$ cat src/rtl/sme_pkg.sv
// Shared definitions for the string-match engine: FSM encoding, default widths and
// ASCII case-fold constants.
package sme_pkg;

  localparam int MAX_PATTERN_DEF = 8;
  localparam int SYM_W_DEF       = 8;
  localparam int ADDR_W_DEF      = $clog2(MAX_PATTERN_DEF);

  localparam logic [7:0] ASCII_UPPER_A  = 8'h41;
  localparam logic [7:0] ASCII_UPPER_Z  = 8'h5A;
  localparam logic [7:0] ASCII_CASE_BIT = 8'h20;

  typedef enum logic [3:0] {
    ST_IDLE = 4'b0001,
    ST_LOAD = 4'b0010,
    ST_CALC = 4'b0100,
    ST_DONE = 4'b1000
  } ff_state_t;

  // Maps 'A'..'Z' onto 'a'..'z'; every other code passes through unchanged.
  function automatic logic [7:0] ascii_fold(input logic [7:0] c);
    return ((c >= ASCII_UPPER_A) && (c <= ASCII_UPPER_Z)) ? (c | ASCII_CASE_BIT) : c;
  endfunction

endpackage

$ cat src/rtl/kmp_sym_cmp.sv
// Combinational symbol equality for the failure-function engine.
// Build macro FF_NOCASE_EN: fold ASCII upper case to lower case before comparing (SYM_W = 8).
module kmp_sym_cmp
  import sme_pkg::*;
#(
  parameter int SYM_W = SYM_W_DEF
) (
  input  logic [SYM_W-1:0] sym_a,
  input  logic [SYM_W-1:0] sym_b,
  output logic             eq
);

`ifdef FF_NOCASE_EN
  assign eq = (ascii_fold(sym_a) == ascii_fold(sym_b));
`else
  assign eq = (sym_a == sym_b);
`endif

endmodule

$ cat src/rtl/kmp_fail_table_gen.sv
// Sequential KMP prefix-table engine: one symbol compare per CALC cycle, with full fallback.
// Build macro FF_NOCASE_EN selects a case-insensitive ASCII compare inside kmp_sym_cmp.
module kmp_fail_table_gen
  import sme_pkg::*;
#(
  parameter int MAX_PATTERN = MAX_PATTERN_DEF,
  parameter int SYM_W       = SYM_W_DEF,
  parameter int ADDR_W      = $clog2(MAX_PATTERN),
  parameter int CNT_W       = 2*ADDR_W+1
) (
  input  logic                          clk,
  input  logic                          reset,
  input  logic                          i_valid,
  input  logic [MAX_PATTERN*SYM_W-1:0]  pattern,
  input  logic [ADDR_W-1:0]             last_pat_idx,
  output logic [MAX_PATTERN*ADDR_W-1:0] o_fail_func,
  output logic                          o_valid,
  output logic                          o_busy,
  output logic [CNT_W-1:0]              o_cycles,
  output logic                          o_err
);

  ff_state_t state_q, state_d;

  logic [SYM_W-1:0]  pat_q  [MAX_PATTERN];
  logic [ADDR_W-1:0] fail_q [MAX_PATTERN];
  logic [ADDR_W-1:0] last_q, k_q, q_q;
  logic [CNT_W-1:0]  cycles_q;
  logic              err_q;

  logic [ADDR_W-1:0] last_clamped;
  logic [ADDR_W-1:0] k_m1;
  logic              last_oob;
  logic              sym_eq;
  logic              k_zero;
  logic              q_at_last;
  logic              step_done;

  assign last_oob     = ({1'b0, last_pat_idx} >= (ADDR_W+1)'(MAX_PATTERN));
  assign last_clamped = last_oob ? ADDR_W'(MAX_PATTERN-1) : last_pat_idx;

  assign k_m1      = k_q - 1'b1;
  assign k_zero    = (k_q == '0);
  assign q_at_last = (q_q == last_q);
  // q only resolves on a match or on a mismatch with nowhere left to fall back to.
  assign step_done = q_at_last && (sym_eq || k_zero);

  kmp_sym_cmp #(
    .SYM_W (SYM_W)
  ) u_sym_cmp (
    .sym_a (pat_q[k_q]),
    .sym_b (pat_q[q_q]),
    .eq    (sym_eq)
  );

  // NOTE: non-blocking assignments on every flop so all state updates see pre-edge values.
  always_ff @(posedge clk) begin
    if (reset) state_q <= ST_IDLE;
    else       state_q <= state_d;
  end

  // NOTE: every always_comb output takes a default first, so no path can infer a latch.
  always_comb begin
    state_d = state_q;
    o_valid = 1'b0;
    o_busy  = 1'b0;
    unique case (state_q)
      ST_IDLE: begin
        if (i_valid) state_d = ST_LOAD;
      end
      ST_LOAD: begin
        o_busy = 1'b1;
        if (!i_valid)                state_d = ST_IDLE;
        else if (last_clamped == '0) state_d = ST_DONE;
        else                         state_d = ST_CALC;
      end
      ST_CALC: begin
        o_busy = 1'b1;
        if (!i_valid)      state_d = ST_IDLE;
        else if (step_done) state_d = ST_DONE;
      end
      ST_DONE: begin
        o_valid = 1'b1;
        if (!i_valid) state_d = ST_IDLE;
      end
      default: state_d = ST_IDLE;
    endcase
  end

  // NOTE: pattern storage has no reset; LOAD always rewrites it before CALC reads it.
  always_ff @(posedge clk) begin
    if (state_q == ST_LOAD) begin
      for (int j = 0; j < MAX_PATTERN; j++) begin
        pat_q[j] <= pattern[j*SYM_W +: SYM_W];
      end
    end
  end

  always_ff @(posedge clk) begin
    if (reset) begin
      last_q   <= '0;
      k_q      <= '0;
      q_q      <= '0;
      cycles_q <= '0;
      err_q    <= 1'b0;
      for (int i = 0; i < MAX_PATTERN; i++) fail_q[i] <= '0;
    end else begin
      case (state_q)
        ST_LOAD: begin
          if (i_valid) begin
            last_q   <= last_clamped;
            err_q    <= last_oob;
            k_q      <= '0;
            q_q      <= ADDR_W'(1);
            cycles_q <= '0;
            for (int i = 0; i < MAX_PATTERN; i++) fail_q[i] <= '0;
          end
        end
        ST_CALC: begin
          if (i_valid) begin
            cycles_q <= cycles_q + 1'b1;
            if (sym_eq) begin
              fail_q[q_q] <= k_q + 1'b1;
              k_q         <= k_q + 1'b1;
              if (!q_at_last) q_q <= q_q + 1'b1;
            end else if (!k_zero) begin
              // Fallback: retry the same q against the next shorter border.
              k_q <= fail_q[k_m1];
            end else begin
              fail_q[q_q] <= '0;
              if (!q_at_last) q_q <= q_q + 1'b1;
            end
          end
        end
        default: ;
      endcase
    end
  end

  for (genvar gi = 0; gi < MAX_PATTERN; gi++) begin : g_table_out
    assign o_fail_func[gi*ADDR_W +: ADDR_W] = fail_q[gi];
  end

  assign o_cycles = cycles_q;
  assign o_err    = err_q;

endmodule

$ cat config.mk
export PLATFORM = sky130hd
export DESIGN_NAME = kmp_fail_table_gen
export DESIGN_NICKNAME = d
export VERILOG_FILES = /design/src/rtl/sme_pkg.sv /design/src/rtl/kmp_sym_cmp.sv /design/src/rtl/kmp_fail_table_gen.sv
export SDC_FILE = /design/constraint.sdc
export NUM_CORES = 1
export LEC_CHECK = 0
export ABC_AREA = 1
export CORE_UTILIZATION = 30
export CTS_BUF_LIST = sky130_fd_sc_hd__clkbuf_2
export DETAILED_ROUTE_END_ITERATION = 10
export MAX_ROUTING_LAYER = met4
export PLACE_DENSITY_LB_ADDON = 0.05
export SKIP_LAST_GASP = 1
export SYNTH_ARGS = -nofsm -noshare
export SYNTH_HDL_FRONTEND = slang
export SYNTH_SLANG_ARGS = --single-unit
$ cat constraint.sdc
create_clock -name clk -period 9.05 [get_ports clk]
set_input_delay 1.3575 -clock clk [delete_from_list [all_inputs] [get_ports clk]]
set_output_delay 1.3575 -clock clk [all_outputs]
set_load 0.01 [all_outputs]
==> impl_metrics.yaml <==
sta:
  fin_skew_ns: 0.0224
  fin_crit_ns: 3.77
  fin_setup_tns_ns: 0
  rsz0062_at_grt: "no"
  tightest_slew_ns: 0.907
  finalHoldViolCount: 0
  fin_crit_sh_pct: 41.7
  fmax_mhz: 265
  setup_viol: 0
  slew_headroom_pct: 39.5
  drv_slew: 0
min_path:
  min_path_type: "reg2reg"
  hold_depth: 2
logic_synthesis:
  synth_area_leaders: "edfxtp_1, nand2_1, nand3_1"
  syn_area_per_cell_um2: 7.99
  syn_nets: 857
  ys_async_sr_fraction_pct: 0
  yosysTopAreaCellShare_pct: 42.3
  synth.distinct_cells: 41
  yosysSeqAreaShare_pct: 50.6
  netlist_instances: 782
  synth_flop_cell: "edfxtp_1"
  synth_seq_cells: 114
  yosysWarningCount: 0
  synth_area_um2: 6250
  yosys.area.top_type: "edfxtp_1"
  synth_edf_count: 88
route:
  wl_um: 16900
  ant_nets: 0
  wl_per_cell_um: 14.6
  route.vias.total: 5436
  drt-initial-drc-count: 335
  drc: 0
  first_pass_iters: 5
  drt-vias-per-instance: 4.69
global_route:
  grt_pass1_vias: 5588
  grt-ovfl-total: 0
  grt_usage_pct: 17.1
  grt_antenna_before_repair: 1
  grt_max_degree: 65
  grt_first_pass_wirelength_um: 27800
power:
  p_total_w: 0.00108
  powerDensity_nw_per_um2: 142
  p_leak_nw: 3.26
  ir_drop_uv: 74.4
die:
  fp.dieW_um: 146
  fp-row-count: 52
  start_util_pct: 30.8
  fp.dieH_um: 146
  dieArea_um2: 21400
  core_um2: 20300
  io_pins: 104
setup_path:
  reg2reg_depth: 14
  worst_setup_path_start_kind: "flip-flop"
  cp_slowest_cell: "clkdlybuf4s50_1"
  worstPathRequired_ns: 7.69
  cp_max_fo: 7
  critPathMaxStageDelay_ns: 0.55
  crit_top_cell: "inv_2"
  cp-end-kind: "output port"
  critPathArrivalTime_ns: 2.41
  path_class: "reg2out"
  crit_chain: "nor2_1, inv_2, nor3_4, inv_2, nand2_1, clkdlybuf4s50_1"
clock_network:
  cts-resized-gates: 0
  clkLatencyLatePin_ns: 0.68
  htreeDepth: 4
  cts_made_buffers: 17
  clockRootBuffer: "clkbuf_2"
  clock_path_buffers: 2
  cts_hold_buf: 0
  cts_tree: "yes"
  cts_setup_buffers: 0
  clk_pin_slew_ns: 0.19
  cts.sinks: 114
placement:
  place_congestion: 0.806
  portBuffers: 102
  hpwl_um: 11600
finish:
  utilization_pct: 37.5
  nNetsFinal: 948
  layout_commonest_cell: "nand2_1"
  syn_to_final_growth_pct: 21.8
  drive_gt1_share_pct: 7.34
  mostFrequentLayoutCells: "nand2_1, nand3_1, clkdlybuf4s50_1"
  fill_cells: 2126
run_status:
  outcome: "finished, final reports clean"
job:
  drv_cap: 0
## worst max-delay path: cells and delay by family (launching register included)
kind / cells / cell delay, ns
buf+inv: 3 / 0.74
simple gates: 3 / 0.60
flops: 1 / 0.38
## state kept, by name (all words and copies together), names as in the netlist, named ones only
name,cells
last_q,3
pat_q,64
o_cycles,7
state_q,4
q_q,3
fail_q,24
k_q,3
## layer usage
metal  GRT usage (%)  routed length [µm]  up-vias
li1                -                   -     2701
met1            19.8                7420     2550
met2            29.0                8390      156
met3            3.56                 822       29
met4            6.35                 303        0
met5               -                   0        -
## synthesized netlist by cell type (4+ instances only)
library cell / count
nand3_1: 114
buf_4: 8
nand2_1: 284
nand2_2: 11
ha_1: 5
edfxtp_1: 88
buf_6: 11
a221oi_1: 4
nor2_1: 51
dfxtp_1: 26
nor3_1: 4
inv_2: 5
o21ai_0: 10
a21oi_1: 19
clkbuf_1: 5
inv_1: 90
buf_2: 6
## cell type report
| cell class | count | area (µm²) | area share, % |
|---|---|---|---|
| Multi-Input combinational cell | 535 | 2460 | 32.3 |
| Inverter | 100 | 383 | 5.03 |
| Tap cell | 270 | 338 | 4.44 |
| Clock buffer | 17 | 85.1 | 1.12 |
| Clock inverter | 15 | 134 | 1.76 |
| Antenna cell | 2 | 5.00 | 0.0657 |
| Sequential cell | 114 | 3160 | 41.5 |
| Timing Repair Buffer | 105 | 1040 | 13.7 |
## through the flow
stage	hold slack (ns)	worst slack, ns	cell area (µm²)	std cells
floorplan	0.446	4.23	6250	782
global placement	0.466	5.64	7390	1124
detailed placement	0.467	5.60	7390	1124
CTS	0.492	5.17	7610	1156
global route	0.526	5.05	7610	1158
finish	0.491	5.28	7610	1158
## logic make-up (layout without fill, tap and decap cells)
kind of cell | count (synthesis) | count (layout) | synth area share [%]
AOI/OAI and AO/OA | 45 | 45 | 4.21
xor gates and xnor gates | 5 | 5 | 0.701
adders and majority gates | 5 | 5 | 1.00
buffers and inverters | 133 | 237 | 10.1
other | 1 | 3 | 0.0600
DFF | 114 | 114 | 50.6
and+or+nand+nor | 479 | 479 | 33.3
## report_power, final
| part | internal, W | switching [W] |
|---|---|---|
| Combinational | 0.0000682 | 0.0000877 |
| Clock | 0.000101 | 0.000224 |
| Sequential | 0.000586 | 0.0000154 |
| Total | 0.000754 | 0.000327 |
## final timing paths
check | startpoint | endpoint | slack, ns
max | state_q[0] | o_busy | 5.28
min | last_q[1] | last_q[1] | 0.49
max reg2reg | flip-flop | fail_q[2][1] | 5.98
min reg2reg | last_q[1] | last_q[1] | 0.49
(Power assumes the default switching activity.)
